### src/rtl/psg_pkg.sv
// Shared definitions for the PSG noise/tone block: register addresses,
// envelope shape bit positions, envelope run mode and the volume table.
package psg_pkg;

  localparam logic [4:0] A_TONE   = 5'h00;
  localparam logic [4:0] A_NOISE  = 5'h10;
  localparam logic [4:0] A_TDIS   = 5'h11;
  localparam logic [4:0] A_NDIS   = 5'h12;
  localparam logic [4:0] A_ENV_LO = 5'h14;
  localparam logic [4:0] A_ENV_HI = 5'h15;
  localparam logic [4:0] A_SHAPE  = 5'h16;
  localparam logic [4:0] A_VOL    = 5'h18;

  localparam int SH_HOLD = 0;
  localparam int SH_ALT  = 1;
  localparam int SH_ATT  = 2;
  localparam int SH_CONT = 3;

  typedef enum logic {
    ENV_RUN,
    ENV_HOLD
  } env_mode_t;

  // Pseudo-log volume curve: {1,v[0],1} shifted by v[3:1]; zero is silent.
  function automatic logic [9:0] vol_tbl(input logic [3:0] v);
    logic [9:0] base;
    base = {7'b0, 1'b1, v[0], 1'b1};
    if (v == 4'h0) return '0;
    return base << v[3:1];
  endfunction

endpackage

### src/rtl/psg_tone_ch.sv
// Period counter with toggle output; used for tone channels, noise clock
// and envelope step clock. clr restarts the counter on the next clken.
module psg_tone_ch #(
  parameter int PW = 12
) (
  input  logic          clk,
  input  logic          rst,
  input  logic          clken,
  input  logic          clr,
  input  logic [PW-1:0] period,
  output logic          tone,
  output logic          expire
);

  logic [PW-1:0] cnt;
  logic [PW:0]   nxt;
  logic [PW:0]   lim;

  // Period 0 behaves as 1; >= lets a shortened period expire at once.
  always_comb begin
    nxt    = {1'b0, cnt} + {{PW{1'b0}}, 1'b1};
    lim    = (period == '0) ? {{PW{1'b0}}, 1'b1} : {1'b0, period};
    expire = clken & ~clr & (nxt >= lim);
  end

  always_ff @(posedge clk or posedge rst) begin
    if (rst) begin
      cnt  <= '0;
      tone <= 1'b0;
    end else if (clken) begin
      if (clr) begin
        cnt <= '0;
      end else if (expire) begin
        cnt  <= '0;
        tone <= ~tone;
      end else begin
        cnt <= nxt[PW-1:0];
      end
    end
  end

endmodule

### src/rtl/psg_nch.sv
// AY-style programmable sound generator with CH tone channels, one noise
// source and an envelope. Define PSG_READ_EN to build register readback.
module psg_nch #(
  parameter int CH = 3,
  parameter int TW = 12,
  parameter int DW = 10
) (
  input  logic           clk,
  input  logic           rst,
  input  logic           clken,
  input  logic           wr_en,
  input  logic           rd_en,
  input  logic [4:0]     addr,
  input  logic [7:0]     wdata,
  output logic [7:0]     rdata,
  output logic [CH*DW-1:0] ch_out,
  output logic [DW+2:0]  mix_out
);
  import psg_pkg::*;

  logic [TW-1:0] tper [CH];
  logic [4:0]    vol  [CH];
  logic [CH-1:0] tdis, ndis;
  logic [4:0]    nper;
  logic [15:0]   eper;
  logic [3:0]    shape;
  logic          wr_shape;

  assign wr_shape = wr_en && (addr == A_SHAPE);

  always_ff @(posedge clk or posedge rst) begin
    if (rst) begin
      for (int unsigned i = 0; i < CH; i++) begin
        tper[i] <= '0;
        vol[i]  <= '0;
      end
      tdis  <= '1;
      ndis  <= '1;
      nper  <= '0;
      eper  <= '0;
      shape <= '0;
    end else if (wr_en) begin
      for (int unsigned i = 0; i < CH; i++) begin
        if (addr == 5'(A_TONE + 2*i))     tper[i][7:0]    <= wdata;
        if (addr == 5'(A_TONE + 2*i + 1)) tper[i][TW-1:8] <= wdata[TW-9:0];
        if (addr == 5'(A_VOL + i))        vol[i]          <= wdata[4:0];
      end
      case (addr)
        A_NOISE:  nper       <= wdata[4:0];
        A_TDIS:   tdis       <= wdata[CH-1:0];
        A_NDIS:   ndis       <= wdata[CH-1:0];
        A_ENV_LO: eper[7:0]  <= wdata;
        A_ENV_HI: eper[15:8] <= wdata;
        A_SHAPE:  shape      <= wdata[3:0];
        default: ;
      endcase
    end
  end

  logic [CH-1:0] tone_bit;
  logic [CH-1:0] tone_exp_unused;

  for (genvar g = 0; g < CH; g++) begin : g_tone
    psg_tone_ch #(.PW(TW)) u_tone (
      .clk    (clk),
      .rst    (rst),
      .clken  (clken),
      .clr    (1'b0),
      .period (tper[g]),
      .tone   (tone_bit[g]),
      .expire (tone_exp_unused[g])
    );
  end

  logic        noise_exp, noise_tone_unused;
  logic [16:0] lfsr;

  psg_tone_ch #(.PW(5)) u_noise (
    .clk    (clk),
    .rst    (rst),
    .clken  (clken),
    .clr    (1'b0),
    .period (nper),
    .tone   (noise_tone_unused),
    .expire (noise_exp)
  );

  always_ff @(posedge clk or posedge rst) begin
    if (rst)            lfsr <= 17'h00001;
    else if (noise_exp) lfsr <= {lfsr[0] ^ lfsr[3], lfsr[16:1]};
  end

  // Envelope: a shape write arms a restart that fires on the next clken,
  // pre-empting any step advance on that same tick.
  logic      env_pend, env_clr, env_exp, env_tone_unused, env_att, env_dir;
  logic [3:0] env_step, hold_lvl, env_lvl;
  env_mode_t env_mode;

  assign env_clr = env_pend | wr_shape;
  assign env_att = wr_shape ? wdata[SH_ATT] : shape[SH_ATT];

  psg_tone_ch #(.PW(16)) u_env (
    .clk    (clk),
    .rst    (rst),
    .clken  (clken),
    .clr    (env_clr),
    .period (eper),
    .tone   (env_tone_unused),
    .expire (env_exp)
  );

  always_ff @(posedge clk or posedge rst) begin
    if (rst) begin
      env_pend <= 1'b0;
      env_step <= '0;
      env_dir  <= 1'b0;
      hold_lvl <= '0;
      env_mode <= ENV_RUN;
    end else begin
      if (clken)         env_pend <= 1'b0;
      else if (wr_shape) env_pend <= 1'b1;

      if (clken && env_clr) begin
        env_step <= '0;
        env_dir  <= env_att;
        env_mode <= ENV_RUN;
      end else if (env_exp && env_mode == ENV_RUN) begin
        if (env_step != 4'hF) begin
          env_step <= env_step + 4'd1;
        end else if (!shape[SH_CONT]) begin
          hold_lvl <= '0;
          env_mode <= ENV_HOLD;
        end else if (shape[SH_HOLD]) begin
          hold_lvl <= {4{env_dir ^ shape[SH_ALT]}};
          env_mode <= ENV_HOLD;
        end else begin
          env_step <= '0;
          env_dir  <= env_dir ^ shape[SH_ALT];
        end
      end
    end
  end

  assign env_lvl = (env_mode == ENV_HOLD) ? hold_lvl
                 : (env_dir ? env_step : ~env_step);

  logic             noise;
  logic [3:0]       v;
  logic [CH*DW-1:0] ch_next;
  logic [DW+2:0]    mix_sum;

  assign noise = lfsr[0];

  always_comb begin
    v       = '0;
    ch_next = '0;
    for (int unsigned i = 0; i < CH; i++) begin
      v = vol[i][4] ? env_lvl : vol[i][3:0];
      if ((tone_bit[i] | tdis[i]) & (noise | ndis[i]))
        ch_next[i*DW +: DW] = DW'(vol_tbl(v)) << (DW - 10);
    end
  end

  always_comb begin
    mix_sum = '0;
    for (int unsigned i = 0; i < CH; i++)
      mix_sum = mix_sum + (DW+3)'(ch_out[i*DW +: DW]);
  end

  always_ff @(posedge clk or posedge rst) begin
    if (rst) begin
      ch_out  <= '0;
      mix_out <= '0;
    end else begin
      ch_out  <= ch_next;
      mix_out <= mix_sum;
    end
  end

`ifdef PSG_READ_EN
  logic [7:0]  rd_val;
  logic [15:0] tp;

  always_comb begin
    rd_val = '0;
    tp     = '0;
    case (addr)
      A_NOISE:  rd_val = {3'b0, nper};
      A_TDIS:   rd_val = 8'(tdis);
      A_NDIS:   rd_val = 8'(ndis);
      A_ENV_LO: rd_val = eper[7:0];
      A_ENV_HI: rd_val = eper[15:8];
      A_SHAPE:  rd_val = {4'b0, shape};
      default: ;
    endcase
    for (int unsigned i = 0; i < CH; i++) begin
      tp = 16'(tper[i]);
      if (addr == 5'(A_TONE + 2*i))     rd_val = tp[7:0];
      if (addr == 5'(A_TONE + 2*i + 1)) rd_val = tp[15:8];
      if (addr == 5'(A_VOL + i))        rd_val = {3'b0, vol[i]};
    end
  end

  always_ff @(posedge clk or posedge rst) begin
    if (rst)        rdata <= '0;
    else if (rd_en) rdata <= rd_val;
  end
`else
  logic rd_unused;
  assign rd_unused = rd_en;
  assign rdata     = '0;
`endif

endmodule
### config.mk
export PLATFORM = sky130hd
export DESIGN_NAME = psg_nch
export DESIGN_NICKNAME = d
export VERILOG_FILES = /design/src/rtl/psg_pkg.sv /design/src/rtl/psg_tone_ch.sv /design/src/rtl/psg_nch.sv
export SDC_FILE = /design/constraint.sdc
export NUM_CORES = 1
export LEC_CHECK = 0
export BUFFER_PORTS_ARGS = -buffer_cell sky130_fd_sc_hd__buf_2
export CAP_MARGIN = 10
export CORE_MARGIN = 2
export CORE_UTILIZATION = 50
export CTS_CLUSTER_DIAMETER = 60
export CTS_CLUSTER_SIZE = 25
export DETAILED_ROUTE_END_ITERATION = 16
export MAX_ROUTING_LAYER = met4
export PLACE_DENSITY = 0.67
export SLEW_MARGIN = 20
export SYNTH_ARGS = -nofsm -noshare
export SYNTH_HDL_FRONTEND = slang
export SYNTH_HIERARCHICAL = 1
export SYNTH_SLANG_ARGS = --single-unit
export TNS_END_PERCENT = 50
### constraint.sdc
create_clock -name clk -period 10.04 [get_ports clk]
set_input_delay 1.506 -clock clk [delete_from_list [all_inputs] [get_ports clk]]
set_output_delay 1.506 -clock clk [all_outputs]
set_load 0.1 [all_outputs]
Word-level counts from Yosys, hierarchy flattened

Cells that the tools add are included.

Flip-flop bits (word level): 212
Bits of input ports: 18
Word-level logic and storage cells: 182

Add/sub/neg operators: 8
$lt $le $gt $ge: 5
Equality and inequality tests: 20
Shift-type cells: 3
Multiplexer cells: 51
Bitwise gates (word level): 26
Reductions and logical operators: 38

Operators with widths:

| operator                                            | count |
|---|---|
| 2-to-1 mux 10 bit                                   | 9 |
| 2-to-1 mux 12 bit                                   | 6 |
| 2-to-1 mux 16 bit                                   | 3 |
| 2-to-1 mux 4 bit                                    | 12 |
| equality test 5 bit, second input constant          | 9 |
| adder 12 x 1 -> 13 bit, second input constant       | 3 |
| >= comparator 13 bit                                | 3 |
| logical NOT 12 bit                                  | 3 |
| AND reduction 2 bit                                 | 18 |
| << shifter 3 x 3 -> 10 bit                          | 3 |
| 2-to-1 mux 1 bit                                    | 19 |
| adder 16 x 1 -> 17 bit, second input constant       | 1 |
| >= comparator 17 bit                                | 1 |
| logical NOT 16 bit                                  | 1 |
| adder 11 x 10 -> 12 bit                             | 1 |
| logical NOT 4 bit                                   | 3 |
| adder 10 x 10 -> 11 bit                             | 1 |
| equality test 5 x 2 -> 1 bit, second input constant | 2 |
| equality test 5 x 3 -> 1 bit, second input constant | 2 |
| logical NOT 5 bit                                   | 2 |
| 2-to-1 mux 5 bit                                    | 2 |
| bitwise AND 1 bit                                   | 9 |
| AND reduction 4 bit                                 | 2 |
| inverter 1 bit                                      | 7 |
| 16 further kinds                                    | 29 |

Depth between registers and ports, before layout

Gate-level depths: netlist (run 1).

Depth after elaboration: 9
Gate-level depth with buffers: 16
Mapped depth without buffers: 16

Modules after synthesis

The synthesis (run 1) kept the hierarchy.

By module, submodules not included:

| module                              | times used | cells each | area an instance (um^2) |
|---|---|---|---|
| psg_nch                             | 1          | 497        | 6630.1 |
| psg_tone_ch at g_tone[0].u_tone ... | 3          | 133        | 1153.6 |
| psg_tone_ch at u_env                | 1          | 166        | 1442.6 |
| psg_tone_ch at u_noise              | 1          | 48         | 491.7 |

Worst setup path after synthesis (run 1)

OpenSTA, ideal clock, no wires.

Kind: input to register
Start point: in addr[3]
End point: reg env_step[3]
Arrival time: 3381 ps
Path slack: 6586 ps
Stages: 11
Path buffers: 2
Cells stage by stage: buf_2 -> and4bb_1 -> clkbuf_2 -> or2_2 -> nor2_1 -> and2_1 -> nand2b_1 -> a41o_1 -> nor2_1 -> mux2i_1 -> nor2b_1

Cells in the longest elaborated chain, start to end: 9

Ends and longest elaborated chain:

| element                              | line              | source |
|---|---|---|
| from (decl)                          | psg_nch.sv:13     | `input logic [4:0] addr,` |
| equality test 5 bit                  | psg_nch.sv:29     | `assign wr_shape = wr_en && (addr == A_SHAPE);` |
| logical AND 1 bit                    | psg_nch.sv:29     |  |
| bitwise OR 1 bit                     | psg_nch.sv:99     | `assign env_clr = env_pend \| wr_shape;` |
| named net env_clr                    | psg_nch.sv:95     | `logic env_pend, env_clr, env_exp, env_tone_unused, env_att, env_dir;` |
| inverter 1 bit                       | psg_tone_ch.sv:23 | `expire = clken & ~clr & (nxt >= lim);` |
| bitwise AND 1 bit (2 in series)      | psg_tone_ch.sv:23 |  |
| named net env_exp                    | psg_nch.sv:95     |  |
| logical AND 1 bit                    | psg_nch.sv:127    | `end else if (env_exp && env_mode == ENV_RUN) begin` |
| nonzero test 2 bit (no source line)  | --                |  |
| AND reduction 3 bit (no source line) | --                |  |
| to (signal assigned)                 | psg_nch.sv:129    | `env_step <= env_step + 4'd1;` |
| to (decl)                            | psg_nch.sv:96     | `logic [3:0] env_step, hold_lvl, env_lvl;` |

The timed path passes the listed nets, and every way through them passes these cells.
A chain may end at the register's enable or synchronous reset.

Worst setup path after layout (run 1)

Start point: reg u_env.cnt[0]
End point: reg env_dir

Cells in the longest elaborated chain, start to end: 6

Ends and longest elaborated chain:

| element                              | line              | source |
|---|---|---|
| from (decl)                          | psg_tone_ch.sv:15 | `logic [PW-1:0] cnt;` |
| from (signal assigned)               | psg_tone_ch.sv:37 | `cnt <= nxt[PW-1:0];` |
| adder 16 x 1 -> 17 bit               | psg_tone_ch.sv:21 | `nxt = {1'b0, cnt} + {{PW{1'b0}}, 1'b1};` |
| >= comparator 17 bit                 | psg_tone_ch.sv:23 |  |
| bitwise AND 1 bit                    | psg_tone_ch.sv:23 |  |
| named net env_exp                    | psg_nch.sv:95     |  |
| logical AND 1 bit                    | psg_nch.sv:127    |  |
| nonzero test 2 bit (no source line)  | --                |  |
| AND reduction 4 bit (no source line) | --                |  |
| to (signal assigned)                 | psg_nch.sv:125    | `env_dir <= env_att;` |
| to (signal assigned)                 | psg_nch.sv:138    | `env_dir <= env_dir ^ shape[SH_ALT];` |
| to (decl)                            | psg_nch.sv:95     |  |

The timed path passes the listed nets, and every way through them passes these cells.

==> results of run 1 <==
through the flow:
stage	std cells	utilization [%]	worst slack [ps]	area (um^2)	hold slack [ps]
2_1_floorplan	1121	-	4538	12010	442.5
3_3_place_gp	1468	53.30	6114	12510	479.6
3_5_place_dp	1468	53.30	6112	12510	492.5
5_1_grt	1512	56.89	5689	13350	508.0
4_1_cts	1510	56.87	6074	13350	499.3
6_report	1512	56.89	6029	13350	496.6
report_power, final:
part           switching (uW)  leakage [uW]  total, uW  internal [uW]
clock                     421      0.000411        929            507
sequential                131       0.00275       1120            994
combinational             613       0.00324        941            328
worst reg2reg max path, stage by stage, from the launching register on:
cell and delay [ps]:
dfrtp_1 440, ha_1 310, nand3_4 150, nor3_4 300, and3_1 210, xnor2_1 90
ha_1 300, nand3_1 130, nor3_1 350, nand4_1 180, o211ai_1 320, and2_1 250
nand2b_1 120, nor3_1 360, nand2_1 130, xor2_1 150, o21ai_0 140
sequential cells by signal, summed over array words and instances, names as in the netlist:
signal              count
env_pend                1
env_step                4
eper                   16
tper                   36
mix_out                12
ndis                    3
nper                    5
env_dir                 1
u_noise/cnt             5
ch_out                 30
u_env/cnt              16
shape                   4
env_mode                1
g_tone.u_tone/tone      3
tdis                    3
lfsr                   17
g_tone.u_tone/cnt      36
vol                    15
hold_lvl                1
worst max-delay path by stage:
stage	startpoint	endpoint	slack, ps	cells past startpoint
finish	u_env/cnt[0]	env_dir	6030	16
global route	u_env/cnt[0]	env_dir	5690	16
CTS	u_env/cnt[0]	env_dir	6070	16
detailed placement	u_env/cnt[0]	env_dir	6110	16
global placement	u_env/cnt[0]	env_dir	6110	16
floorplan	rst	ch_out[0]	4540	1
placed cells by master, fill, tap and decap left out, drive strengths merged, types with 11 or more instances in the layout:
cell       n
xnor2     44
nor3b     11
dfrtp    202
nand3     37
conb      16
nor4      21
nand2b    33
nand4     19
o2bb2ai   25
o21ai     27
nand2     65
buf       60
ha        72
mux2      98
and3      18
nor3      34
fa        11
nor2      47
clkbuf    23
xor2      25
inv      146
a21oi     40
area by class of cell:
type	count	share of cell area [%]
diodes	2	0.03748
clock buffers	23	4.310
clock inverters	19	1.968
inverters	133	3.776
multi-input cells	747	45.40
flip-flops and latches	209	39.23
well taps	319	2.989
repair buffers	60	2.286
layer usage:
layer  vias up  GRT usage, %  routed length, um
li1       3990             -                  -
met1      4088         26.81              11200
met2       109         35.25              11740
met3        35         2.912                840
met4         0         5.148                462
met5         -             -                  0
==> metrics.txt, run 1 <==
# TYPE chip_impl_metric gauge
chip_impl_metric{name="cts_setup_buffers",unit=""} 0
chip_impl_info{name="rsz_0062_raised_after_global_routing",value="no"} 1
chip_impl_metric{name="drt.antenna.violating_nets",unit=""} 0
chip_impl_info{name="timing.rr.start",value="u_env/cnt[0]"} 1
chip_impl_metric{name="detail_route.drc_violations",unit=""} 0
chip_impl_metric{name="drt_pass1_iterations",unit=""} 6
chip_impl_metric{name="timing.critical_path.buf_inv",unit=""} 0
chip_impl_info{name="slowest_stage",value="dfrtp_1"} 1
chip_impl_metric{name="postCtsResizedCells",unit=""} 0
chip_impl_metric{name="power.density",unit="mW/mm^2"} 224.2
chip_impl_metric{name="register_area",unit="mm^2"} 0.005239
chip_impl_info{name="min-delay-path-class",value="reg -> reg"} 1
chip_impl_metric{name="drive_above_1_share",unit="%"} 23.17
chip_impl_metric{name="cp_data_arrival_time",unit="ps"} 4470
chip_impl_info{name="launch_point_of_the_worst_hold_path",value="g_tone[1].u_tone/tone"} 1
chip_impl_metric{name="normalized_max_slew_margin",unit="%"} 44.88
chip_impl_metric{name="delay_of_the_slowest_cell_on_the_worst_path",unit="ps"} 440
chip_impl_metric{name="clock_path_buffers",unit=""} 3
chip_impl_metric{name="holdBufCountCts",unit=""} 0
chip_impl_info{name="clockRootBuffer",value="clkbuf_16"} 1
chip_impl_info{name="critical_path_class",value="reg -> reg"} 1
chip_impl_metric{name="power.static_leakage",unit="uW"} 0.006407
chip_impl_info{name="worst_r2r_endpoint",value="env_dir"} 1
chip_impl_metric{name="cts_max_level",unit=""} 1
chip_impl_info{name="critical_path.cell_chain",value="ha_1 > nand3_4 > nor3_4 > and3_1 > xnor2_1 > ha_1 > nand3_1 > nor3_1 > nand4_1 > o211ai_1 > and2_1 > nand2b_1 > nor3_1 > nand2_1 > xor2_1 > o21ai_0"} 1
chip_impl_metric{name="initial_utilization",unit="%"} 50.94
chip_impl_metric{name="drt_first_iter_violations",unit=""} 341
chip_impl_metric{name="worst_hold_path.num_cells",unit=""} 1
chip_impl_metric{name="antenna_found_initial",unit=""} 2
chip_impl_metric{name="routed_wire_length_per_instance",unit="um"} 16.04
chip_impl_metric{name="multi_input_area",unit="mm^2"} 0.006063
chip_impl_metric{name="synthesis.instances",unit=""} 1106
chip_impl_metric{name="numCtsBuffers",unit=""} 23
chip_impl_metric{name="areaGrowthSynthToFinish",unit="%"} 11.68
chip_impl_metric{name="synth.yosys.warnings",unit=""} 6
chip_impl_metric{name="fillerInstances",unit=""} 1998
chip_impl_metric{name="fmax",unit="GHz"} 0.2493
chip_impl_metric{name="required_worst_endpoint",unit="ps"} 10490
chip_impl_metric{name="path_depth_of_the_worst_reg2reg_path",unit=""} 16
chip_impl_metric{name="groute.usage.overall",unit="%"} 20.91
chip_impl_metric{name="die_area",unit="mm^2"} 0.02517
chip_impl_metric{name="syn_area",unit="mm^2"} 0.01196
chip_impl_metric{name="route.detailed.vias_per_inst",unit=""} 5.438
chip_impl_metric{name="global_route_wire_length_before_repair",unit="um"} 41140
chip_impl_metric{name="clock_skew",unit="ps"} 15.44
chip_impl_metric{name="fin_crit_sh",unit="%"} 39.95
chip_impl_metric{name="global_route.overflow_total",unit=""} 0
chip_impl_info{name="hold-path-endpoint",value="g_tone[1].u_tone/tone"} 1
chip_impl_metric{name="timing.critical_path.fanout_max",unit=""} 5
chip_impl_metric{name="max-vdd-ir-drop",unit="mV"} 0.1395
chip_impl_metric{name="measured_slew_at_the_worst_slew_check_pin",unit="ps"} 826.8
chip_impl_metric{name="max_cap_violations",unit=""} 0
chip_impl_metric{name="clk_pin_slew_worst_paths",unit="ps"} 70
chip_impl_metric{name="clkLatencyLatePin",unit="ps"} 540
chip_impl_metric{name="die_y",unit="um"} 158.6
chip_impl_metric{name="die_w",unit="um"} 158.6
chip_impl_metric{name="avgSynthCellArea",unit="um^2"} 10.81
chip_impl_metric{name="io_pins",unit=""} 69
chip_impl_metric{name="gp_congestion",unit=""} 0.8282
chip_impl_info{name="cpLargestDelayFamily",value="simple AND/OR/NAND/NOR gates"} 1
chip_impl_info{name="cts_tree",value="yes"} 1
chip_impl_metric{name="grt_start_max_net_pins",unit=""} 83
chip_impl_metric{name="place_hpwl",unit="um"} 17510
chip_impl_metric{name="core.rowCount",unit=""} 56
chip_impl_metric{name="port_buffers",unit=""} 58
chip_impl_info{name="cp-start-kind",value="flip-flop"} 1
chip_impl_metric{name="layout_min_cycle_time",unit="ps"} 4011
chip_impl_metric{name="clock_sinks",unit=""} 209
chip_impl_metric{name="coreArea",unit="mm^2"} 0.02347
chip_impl_metric{name="fin_tns_setup",unit="ps"} 0
chip_impl_metric{name="setup_viol_count_final",unit=""} 0
chip_impl_metric{name="report.final.slew_viol_count",unit=""} 0
chip_impl_info{name="cp-end-kind",value="flip-flop"} 1
chip_impl_metric{name="detailroute.via_count",unit=""} 8222
chip_impl_metric{name="hold_viol_final",unit=""} 0
chip_impl_metric{name="drt_wl_total",unit="um"} 24250
chip_impl_metric{name="reg2reg_setup_slack",unit="ps"} 6030
chip_impl_metric{name="finalNetCount",unit=""} 1275
chip_impl_info{name="outcome",value="completed"} 1
chip_impl_metric{name="grt_pass1_vias",unit=""} 8382
chip_impl_metric{name="power",unit="uW"} 2994
Power figures use the tool's default switching activity.
==> run 2, diff against run 1 <==
==> constraint.sdc (replaced) <==
create_clock -name clk -period 3.7 [get_ports clk]
set_input_delay 0.555 -clock clk [delete_from_list [all_inputs] [get_ports clk]]
set_output_delay 0.555 -clock clk [all_outputs]
set_load 0.1 [all_outputs]
==> run 2 against run 1 <==
Critical path depth is 3 higher. Clock-buffer cell count fell by 3. Via count grew 0.17%. Final cell count up 0.53%. Routed wire length increased by 1.5%. Clock skew grew 1.6 ps. Sequential share of layout area grew 0.16 points. Die area did not move. Critical path type unchanged. Critical endpoint is now env_step[3].
==> metrics.txt, run 2 (synthesized netlist as in run 1, its figures left out) <==
# TYPE chip_impl_metric gauge
chip_impl_info{name="min-delay-path-class",value="in -> async"} 1
chip_impl_metric{name="detailroute.via_count",unit=""} 8236
chip_impl_metric{name="power.share.switching",unit="%"} 39.30
chip_impl_metric{name="normalized_max_slew_margin",unit="%"} 37.03
chip_impl_metric{name="fmax",unit="GHz"} 0.2955
chip_impl_metric{name="drive_above_1_share",unit="%"} 24.37
chip_impl_metric{name="io_pins",unit=""} 69
chip_impl_info{name="cp-end-kind",value="flip-flop"} 1
chip_impl_metric{name="core.rowCount",unit=""} 56
chip_impl_metric{name="required_worst_endpoint",unit="ps"} 4130
chip_impl_metric{name="setup_viol_count_final",unit=""} 0
chip_impl_metric{name="routed_wire_length_per_instance",unit="um"} 16.20
chip_impl_metric{name="placed_area",unit="mm^2"} 0.01266
chip_impl_info{name="slowest_stage",value="dfrtp_1"} 1
chip_impl_metric{name="drt_wl_total",unit="um"} 24620
chip_impl_metric{name="measured_slew_at_the_worst_slew_check_pin",unit="ps"} 942.5
chip_impl_metric{name="design_area",unit="mm^2"} 0.01331
chip_impl_metric{name="report.final.slew_viol_count",unit=""} 0
chip_impl_metric{name="numPlacedInstances",unit=""} 1485
chip_impl_metric{name="timing.critical_path.fanout_max",unit=""} 4
chip_impl_metric{name="path_depth_of_the_worst_reg2reg_path",unit=""} 19
chip_impl_metric{name="drt_pass1_iterations",unit=""} 5
chip_impl_metric{name="die_area",unit="mm^2"} 0.02517
chip_impl_metric{name="delay_of_the_slowest_cell_on_the_worst_path",unit="ps"} 350
chip_impl_metric{name="clk_pin_slew_worst_paths",unit="ps"} 80
chip_impl_metric{name="global_route.overflow_total",unit=""} 0
chip_impl_metric{name="switching_power",unit="uW"} 2963
chip_impl_metric{name="clkLatencyLatePin",unit="ps"} 500
chip_impl_metric{name="areaGrowthSynthToFinish",unit="%"} 11.28
chip_impl_metric{name="cts_max_level",unit=""} 1
chip_impl_metric{name="power.density",unit="mW/mm^2"} 566.5
chip_impl_metric{name="clock_sinks",unit=""} 209
chip_impl_info{name="clockRootBuffer",value="clkbuf_16"} 1
chip_impl_metric{name="numCtsBuffers",unit=""} 17
chip_impl_metric{name="clock_skew",unit="ps"} 17.05
chip_impl_metric{name="p_seq_share",unit="%"} 40.4
chip_impl_metric{name="post-route-worst-setup-slack",unit="ps"} 316.0
chip_impl_metric{name="comb_power_share",unit="%"} 35.5
chip_impl_metric{name="hold_viol_final",unit=""} 0
chip_impl_info{name="biggestRegsByFlops",value="g_tone.u_tone/cnt (36), tper (36), ch_out (30)"} 1
chip_impl_metric{name="final.hold.worst_slack",unit="ps"} 64.76
chip_impl_metric{name="drt.antenna.violating_nets",unit=""} 0
chip_impl_metric{name="post-place-ws",unit="ps"} 77.92
chip_impl_metric{name="cp_data_arrival_time",unit="ps"} 3810
chip_impl_metric{name="route.detailed.vias_per_inst",unit=""} 5.418
chip_impl_info{name="critical_path_class",value="reg -> reg"} 1
chip_impl_info{name="worst_path_most_repeated_cell",value="buf_4"} 1
chip_impl_info{name="cp-start-kind",value="flip-flop"} 1
chip_impl_metric{name="groute.usage.overall",unit="%"} 20.82
chip_impl_metric{name="power.static_leakage",unit="uW"} 0.006369
chip_impl_metric{name="die_y",unit="um"} 158.6
chip_impl_metric{name="critical_path_cell_count",unit=""} 19
chip_impl_metric{name="layout.core_utilization",unit="%"} 56.69
chip_impl_metric{name="grt_pass1_vias",unit=""} 8253
chip_impl_metric{name="global_route_wire_length_before_repair",unit="um"} 41080
chip_impl_metric{name="die_w",unit="um"} 158.6
chip_impl_metric{name="detail_route.drc_violations",unit=""} 0
chip_impl_metric{name="grt_start_max_net_pins",unit=""} 60
chip_impl_metric{name="port_buffers",unit=""} 58
chip_impl_info{name="outcome",value="completed"} 1
chip_impl_info{name="leading_cell_type_in_the_layout_fill_and_taps_excluded",value="dfrtp_1"} 1
chip_impl_metric{name="place_hpwl",unit="um"} 18120
chip_impl_metric{name="internal-power",unit="uW"} 4576
chip_impl_metric{name="max-vdd-ir-drop",unit="mV"} 0.3832
chip_impl_metric{name="gp_congestion",unit=""} 0.8458
chip_impl_metric{name="initial_utilization",unit="%"} 50.94
chip_impl_metric{name="finish.cell_count_without_fillers",unit=""} 1520
chip_impl_metric{name="coreArea",unit="mm^2"} 0.02347
chip_impl_metric{name="clock_power_share",unit="%"} 24.1
chip_impl_info{name="cts_tree",value="yes"} 1
chip_impl_metric{name="finalNetCount",unit=""} 1289
chip_impl_metric{name="max_cap_violations",unit=""} 0
chip_impl_metric{name="antenna_found_initial",unit=""} 3
chip_impl_metric{name="layout_min_cycle_time",unit="ps"} 3384
chip_impl_metric{name="drt_first_iter_violations",unit=""} 447
chip_impl_metric{name="fin_crit_sh",unit="%"} 91.46
chip_impl_metric{name="holdBufCountCts",unit=""} 0
chip_impl_info{name="cpLargestDelayFamily",value="simple AND/OR/NAND/NOR gates"} 1
chip_impl_metric{name="timing.critical_path.buf_inv",unit=""} 4
chip_impl_info{name="mostFrequentLayoutCells",value="200 x dfrtp_1, 131 x inv_1, 98 x mux2_2"} 1
chip_impl_info{name="critical_path.cell_chain",value="buf_4 > nand4_1 > nor3_2 > buf_4 > nand2_1 > xnor2_1 > ha_1 > nand3_1 > nor3_2 > buf_4 > buf_4 > a32oi_2 > o211ai_1 > and2_4 > nand2b_4 > a41o_4 > nor2_2 > mux2i_1 > nor2b_1"} 1
chip_impl_metric{name="clock_path_buffers",unit=""} 3
## run 2: cell count changes in the layout (fill, tap and decap cells not counted), moves of 2 or more
cell,change
clkbuf_1,+3
bufinv_16,-2
nor3_1,-3
buf_4,+18
dfrtp_2,+2
inv_6,-4
inv_8,-4
nor3_2,+3
clkbuf_16,-6
dfrtp_1,-2
buf_12,+2
clkinvlp_4,+2
## run 2: power groups by stage
stage,sequential (uW),combinational [uW],clock [uW]
finish,3040,2680,1820
global route,3110,2980,1960
CTS,3040,2640,1880
detailed placement,3080,2630,0
global placement,3070,2560,0
floorplan,3540,1590,0
## run 2: repair_timing
item                       4_1_cts  5_1_grt
resized for setup                0       13
setup buffers                    0        3
setup endpoints to repair        0        7
## run 2: final cells by class
type / count / area (um^2)
Fill cell: 2042 / 10170
Multi-Input combinational cell: 747 / 6128
Sequential cell: 209 / 5241
Inverter: 133 / 503.0
Timing Repair Buffer: 80 / 480.5
Clock buffer: 20 / 436.7
Tap cell: 319 / 399.1
Clock inverter: 9 / 110.1
Antenna cell: 3 / 7.507
## run 2: stage by stage
step / setup TNS, ps / power, uW
finish: 0 / 7538
global route: -16.26 / 8050
CTS: 0 / 7562
detailed placement: 0 / 5713
global placement: 0 / 5634
floorplan: 0 / 5137
## run 2: path summary, 6_finish.rpt
path	start	end	slack [ps]
setup / recovery	u_env/cnt[0]	env_step[3]	320
hold / removal	rst	u_noise/cnt[0]	60
setup reg to reg	u_env/cnt[0]	env_step[3]	320
hold reg to reg	g_tone[2].u_tone/tone	g_tone[2].u_tone/tone	480
max in group asynchronous	rst	lfsr[0]	2510
min in group clk	wdata[6]	tper[6]	400
## run 2: metal layers
metal | vias to the layer above | wire length [um] | global-route usage, %
met5 | - | 0 | -
met4 | 0 | 384 | 3.990
met3 | 35 | 918 | 3.212
met2 | 113 | 11870 | 34.18
met1 | 4066 | 11450 | 27.74
li1 | 4022 | - | -
## run 2: worst register-to-register path, stage by stage, from the launching register on
cell	delay (ps)
dfrtp_1	350
buf_4	130
nand4_1	180
nor3_2	200
buf_4	150
nand2_1	70
xnor2_1	140
ha_1	320
nand3_1	130
nor3_2	160
buf_4	140
buf_4	90
a32oi_2	50
o211ai_1	200
and2_4	240
nand2b_4	70
a41o_4	270
nor2_2	120
mux2i_1	170
nor2b_1	130
==> run 3, diff against run 2 <==
--- a/config.mk
+++ b/config.mk
@@ -7,13 +7,15 @@
 export LEC_CHECK = 0
 export BUFFER_PORTS_ARGS = -buffer_cell sky130_fd_sc_hd__buf_2
 export CAP_MARGIN = 10
+export CELL_PAD_IN_SITES_DETAIL_PLACEMENT = 0
+export CELL_PAD_IN_SITES_GLOBAL_PLACEMENT = 1
 export CORE_MARGIN = 2
 export CORE_UTILIZATION = 50
 export CTS_CLUSTER_DIAMETER = 60
 export CTS_CLUSTER_SIZE = 25
 export DETAILED_ROUTE_END_ITERATION = 16
 export MAX_ROUTING_LAYER = met4
-export PLACE_DENSITY = 0.67
+export PLACE_DENSITY_LB_ADDON = 0.1
 export SLEW_MARGIN = 20
 export SYNTH_ARGS = -nofsm -noshare
 export SYNTH_HDL_FRONTEND = slang
==> run 3 against run 2 <==
First-iteration DRC count fell by 3.1%. Core utilization rose by 0.92 points. Sequential share of layout area fell by 0.65 points. Die area did not move. Maximum frequency fell by 1.6%. Sequential cell count did not move. Cell area rose by 1.6%. Routed wire length rose by 2.4%. Clock power rose by 20%. Clock-buffer cell count rose by 3. Worst setup slack got worse by 55 ps. Register-to-register slack got worse by 50 ps.
==> metrics.txt, run 3 (synthesized netlist as in run 1, its figures left out) <==
# TYPE chip_impl_metric gauge
chip_impl_info{name="mostFrequentLayoutCells",value="202 x dfrtp_1, 131 x inv_1, 98 x mux2_2"} 1
chip_impl_metric{name="finalNetCount",unit=""} 1300
chip_impl_metric{name="layout.core_utilization",unit="%"} 57.61
chip_impl_metric{name="areaGrowthSynthToFinish",unit="%"} 13.08
chip_impl_metric{name="power.density",unit="mW/mm^2"} 586.6
chip_impl_info{name="critical_path_class",value="reg -> reg"} 1
chip_impl_metric{name="fin_crit_sh",unit="%"} 92.94
chip_impl_info{name="biggestRegsByFlops",value="g_tone.u_tone/cnt (36), tper (36), ch_out (30)"} 1
chip_impl_metric{name="fmax",unit="GHz"} 0.2908
chip_impl_metric{name="detail_route.drc_violations",unit=""} 0
chip_impl_metric{name="measured_slew_at_the_worst_slew_check_pin",unit="ps"} 648.1
chip_impl_metric{name="drt_first_iter_violations",unit=""} 433
chip_impl_metric{name="layout_min_cycle_time",unit="ps"} 3439
chip_impl_metric{name="antenna_found_initial",unit=""} 1
chip_impl_metric{name="io_pins",unit=""} 69
chip_impl_metric{name="fillerInstances",unit=""} 2061
chip_impl_metric{name="port_buffers",unit=""} 58
chip_impl_metric{name="initial_utilization",unit="%"} 50.94
chip_impl_metric{name="route.detailed.vias_per_inst",unit=""} 5.338
chip_impl_info{name="timing.rr.start",value="u_env/cnt[0]"} 1
chip_impl_info{name="outcome",value="completed"} 1
chip_impl_metric{name="drt_pass1_iterations",unit=""} 5
chip_impl_metric{name="gp_congestion",unit=""} 0.8176
chip_impl_metric{name="cp_data_arrival_time",unit="ps"} 3840
chip_impl_info{name="cp-start-kind",value="flip-flop"} 1
chip_impl_metric{name="report.final.slew_viol_count",unit=""} 0
chip_impl_metric{name="max_cap_violations",unit=""} 0
chip_impl_metric{name="clock_skew",unit="ps"} 11.53
chip_impl_metric{name="grt_start_max_net_pins",unit=""} 58
chip_impl_metric{name="drt_wl_total",unit="um"} 25200
chip_impl_metric{name="clk_pin_slew_worst_paths",unit="ps"} 70
chip_impl_info{name="min-delay-path-class",value="in -> async"} 1
chip_impl_metric{name="timing.critical_path.fanout_max",unit=""} 4
chip_impl_metric{name="groute.usage.overall",unit="%"} 21.29
chip_impl_metric{name="cts_max_level",unit=""} 1
chip_impl_metric{name="die_w",unit="um"} 158.6
chip_impl_metric{name="global_route.overflow_total",unit=""} 0
chip_impl_metric{name="reg2reg_setup_slack",unit="ps"} 260
chip_impl_metric{name="holdBufCountCts",unit=""} 0
chip_impl_metric{name="detailroute.via_count",unit=""} 8183
chip_impl_metric{name="place_hpwl",unit="um"} 18520
chip_impl_metric{name="core.rowCount",unit=""} 56
chip_impl_metric{name="drt.antenna.violating_nets",unit=""} 0
chip_impl_metric{name="post-route-worst-setup-slack",unit="ps"} 261.1
chip_impl_metric{name="grt_pass1_vias",unit=""} 8089
chip_impl_metric{name="clkLatencyLatePin",unit="ps"} 510
chip_impl_info{name="cts_tree",value="yes"} 1
chip_impl_info{name="clockRootBuffer",value="clkbuf_16"} 1
chip_impl_metric{name="global_route_wire_length_before_repair",unit="um"} 41600
chip_impl_metric{name="die_area",unit="mm^2"} 0.02517
chip_impl_metric{name="numCtsBuffers",unit=""} 21
chip_impl_metric{name="power.static_leakage",unit="uW"} 0.006483
chip_impl_metric{name="normalized_max_slew_margin",unit="%"} 56.75
chip_impl_metric{name="finish.cell_count_without_fillers",unit=""} 1533
chip_impl_metric{name="clock_path_buffers",unit=""} 3
chip_impl_info{name="rsz_0062_raised_after_global_routing",value="no"} 1
chip_impl_metric{name="post-place-ws",unit="ps"} -4.409
chip_impl_metric{name="routed_wire_length_per_instance",unit="um"} 16.44
chip_impl_metric{name="coreArea",unit="mm^2"} 0.02347
chip_impl_metric{name="max-vdd-ir-drop",unit="mV"} 0.4299
chip_impl_metric{name="hold_viol_final",unit=""} 0
chip_impl_metric{name="setup_viol_count_final",unit=""} 0
chip_impl_metric{name="required_worst_endpoint",unit="ps"} 4100
chip_impl_info{name="setup.worst_path.start",value="u_env/cnt[0]"} 1
chip_impl_info{name="cp-end-kind",value="flip-flop"} 1
chip_impl_info{name="leading_cell_type_in_the_layout_fill_and_taps_excluded",value="dfrtp_1"} 1
chip_impl_metric{name="drive_above_1_share",unit="%"} 25.47
chip_impl_metric{name="clock_sinks",unit=""} 209
chip_impl_metric{name="numPlacedInstances",unit=""} 1489
chip_impl_metric{name="die_y",unit="um"} 158.6
==> run 3: cell count changes in the layout (fill, tap and decap cells not counted), sizes merged, moves of 2 or more <==
cell,change
buf,+7
clkinv,+5
clkbuf,+3
diode,-2
inv,-2
==> run 3: stage by stage <==
stage / area (um^2) / TNS, ps / hold WS (ps) / power, uW
after floorplan: 12020 / 0 / 333.5 / 5137
after global placement: 12690 / 0 / 482.3 / 5682
after detailed placement: 12690 / -4.409 / 486.5 / 5726
after CTS: 13420 / 0 / 90.02 / 7957
after global routing: 13520 / 0 / 90.46 / 8445
final: 13520 / 0 / 103.9 / 7932
==> run 3: worst max-delay path, stage by stage (launching register included) <==
cell	delay, ps
dfrtp_1	410
buf_4	150
nand4_1	180
nor3_2	240
buf_4	150
nand2_1	60
xnor2_1	150
ha_1	340
nand3_2	100
nor3_2	160
nand4_1	130
o211ai_1	300
and2_4	230
nand2b_4	70
a41o_1	210
buf_4	140
buf_4	130
mux2i_1	130
nor2_1	50
==> run 3: layout make-up <==
cell class	count	area [um^2]	share of cell area, %
clock inverters	14	177.7	1.314
repair buffers	87	533.0	3.942
clock buffers	23	543.0	4.016
multi-input cells	747	6125	45.29
flip-flops and latches	209	5239	38.74
inverters	133	503.0	3.720
well taps	319	399.1	2.952
diodes	1	2.502	0.01851
==> run 3: worst paths after layout <==
path                                          to  depth (start not counted)
setup / recovery                     env_step[1]                         18
hold / removal                    u_noise/cnt[3]                          2
setup reg to reg                     env_step[1]                         18
hold reg to reg            g_tone[0].u_tone/tone                          1
max in group asynchronous                lfsr[0]                          3
min in group clk                        env_pend                          2
==> run 3: layer usage <==
| layer | up-vias | track usage, % | part of all wire [%] |
|---|---|---|---|
| met5 | - | - | 0 |
| met3 | 33 | 2.722 | 3.0 |
| met2 | 112 | 34.20 | 47 |
| met1 | 3977 | 28.95 | 47 |
| li1 | 4061 | - | - |
| met4 | 0 | 5.105 | 2.3 |
==> run 3: repair_timing <==
item	CTS	global route
pin swaps	0	5
gates resized for setup	1	12
endpoints found under the setup margin	1	6
setup buffers	0	6
==> run 3: power breakdown <==
group          switching [uW]  internal (uW)
clock                     999           1190
sequential                348           2700
combinational            1710            990
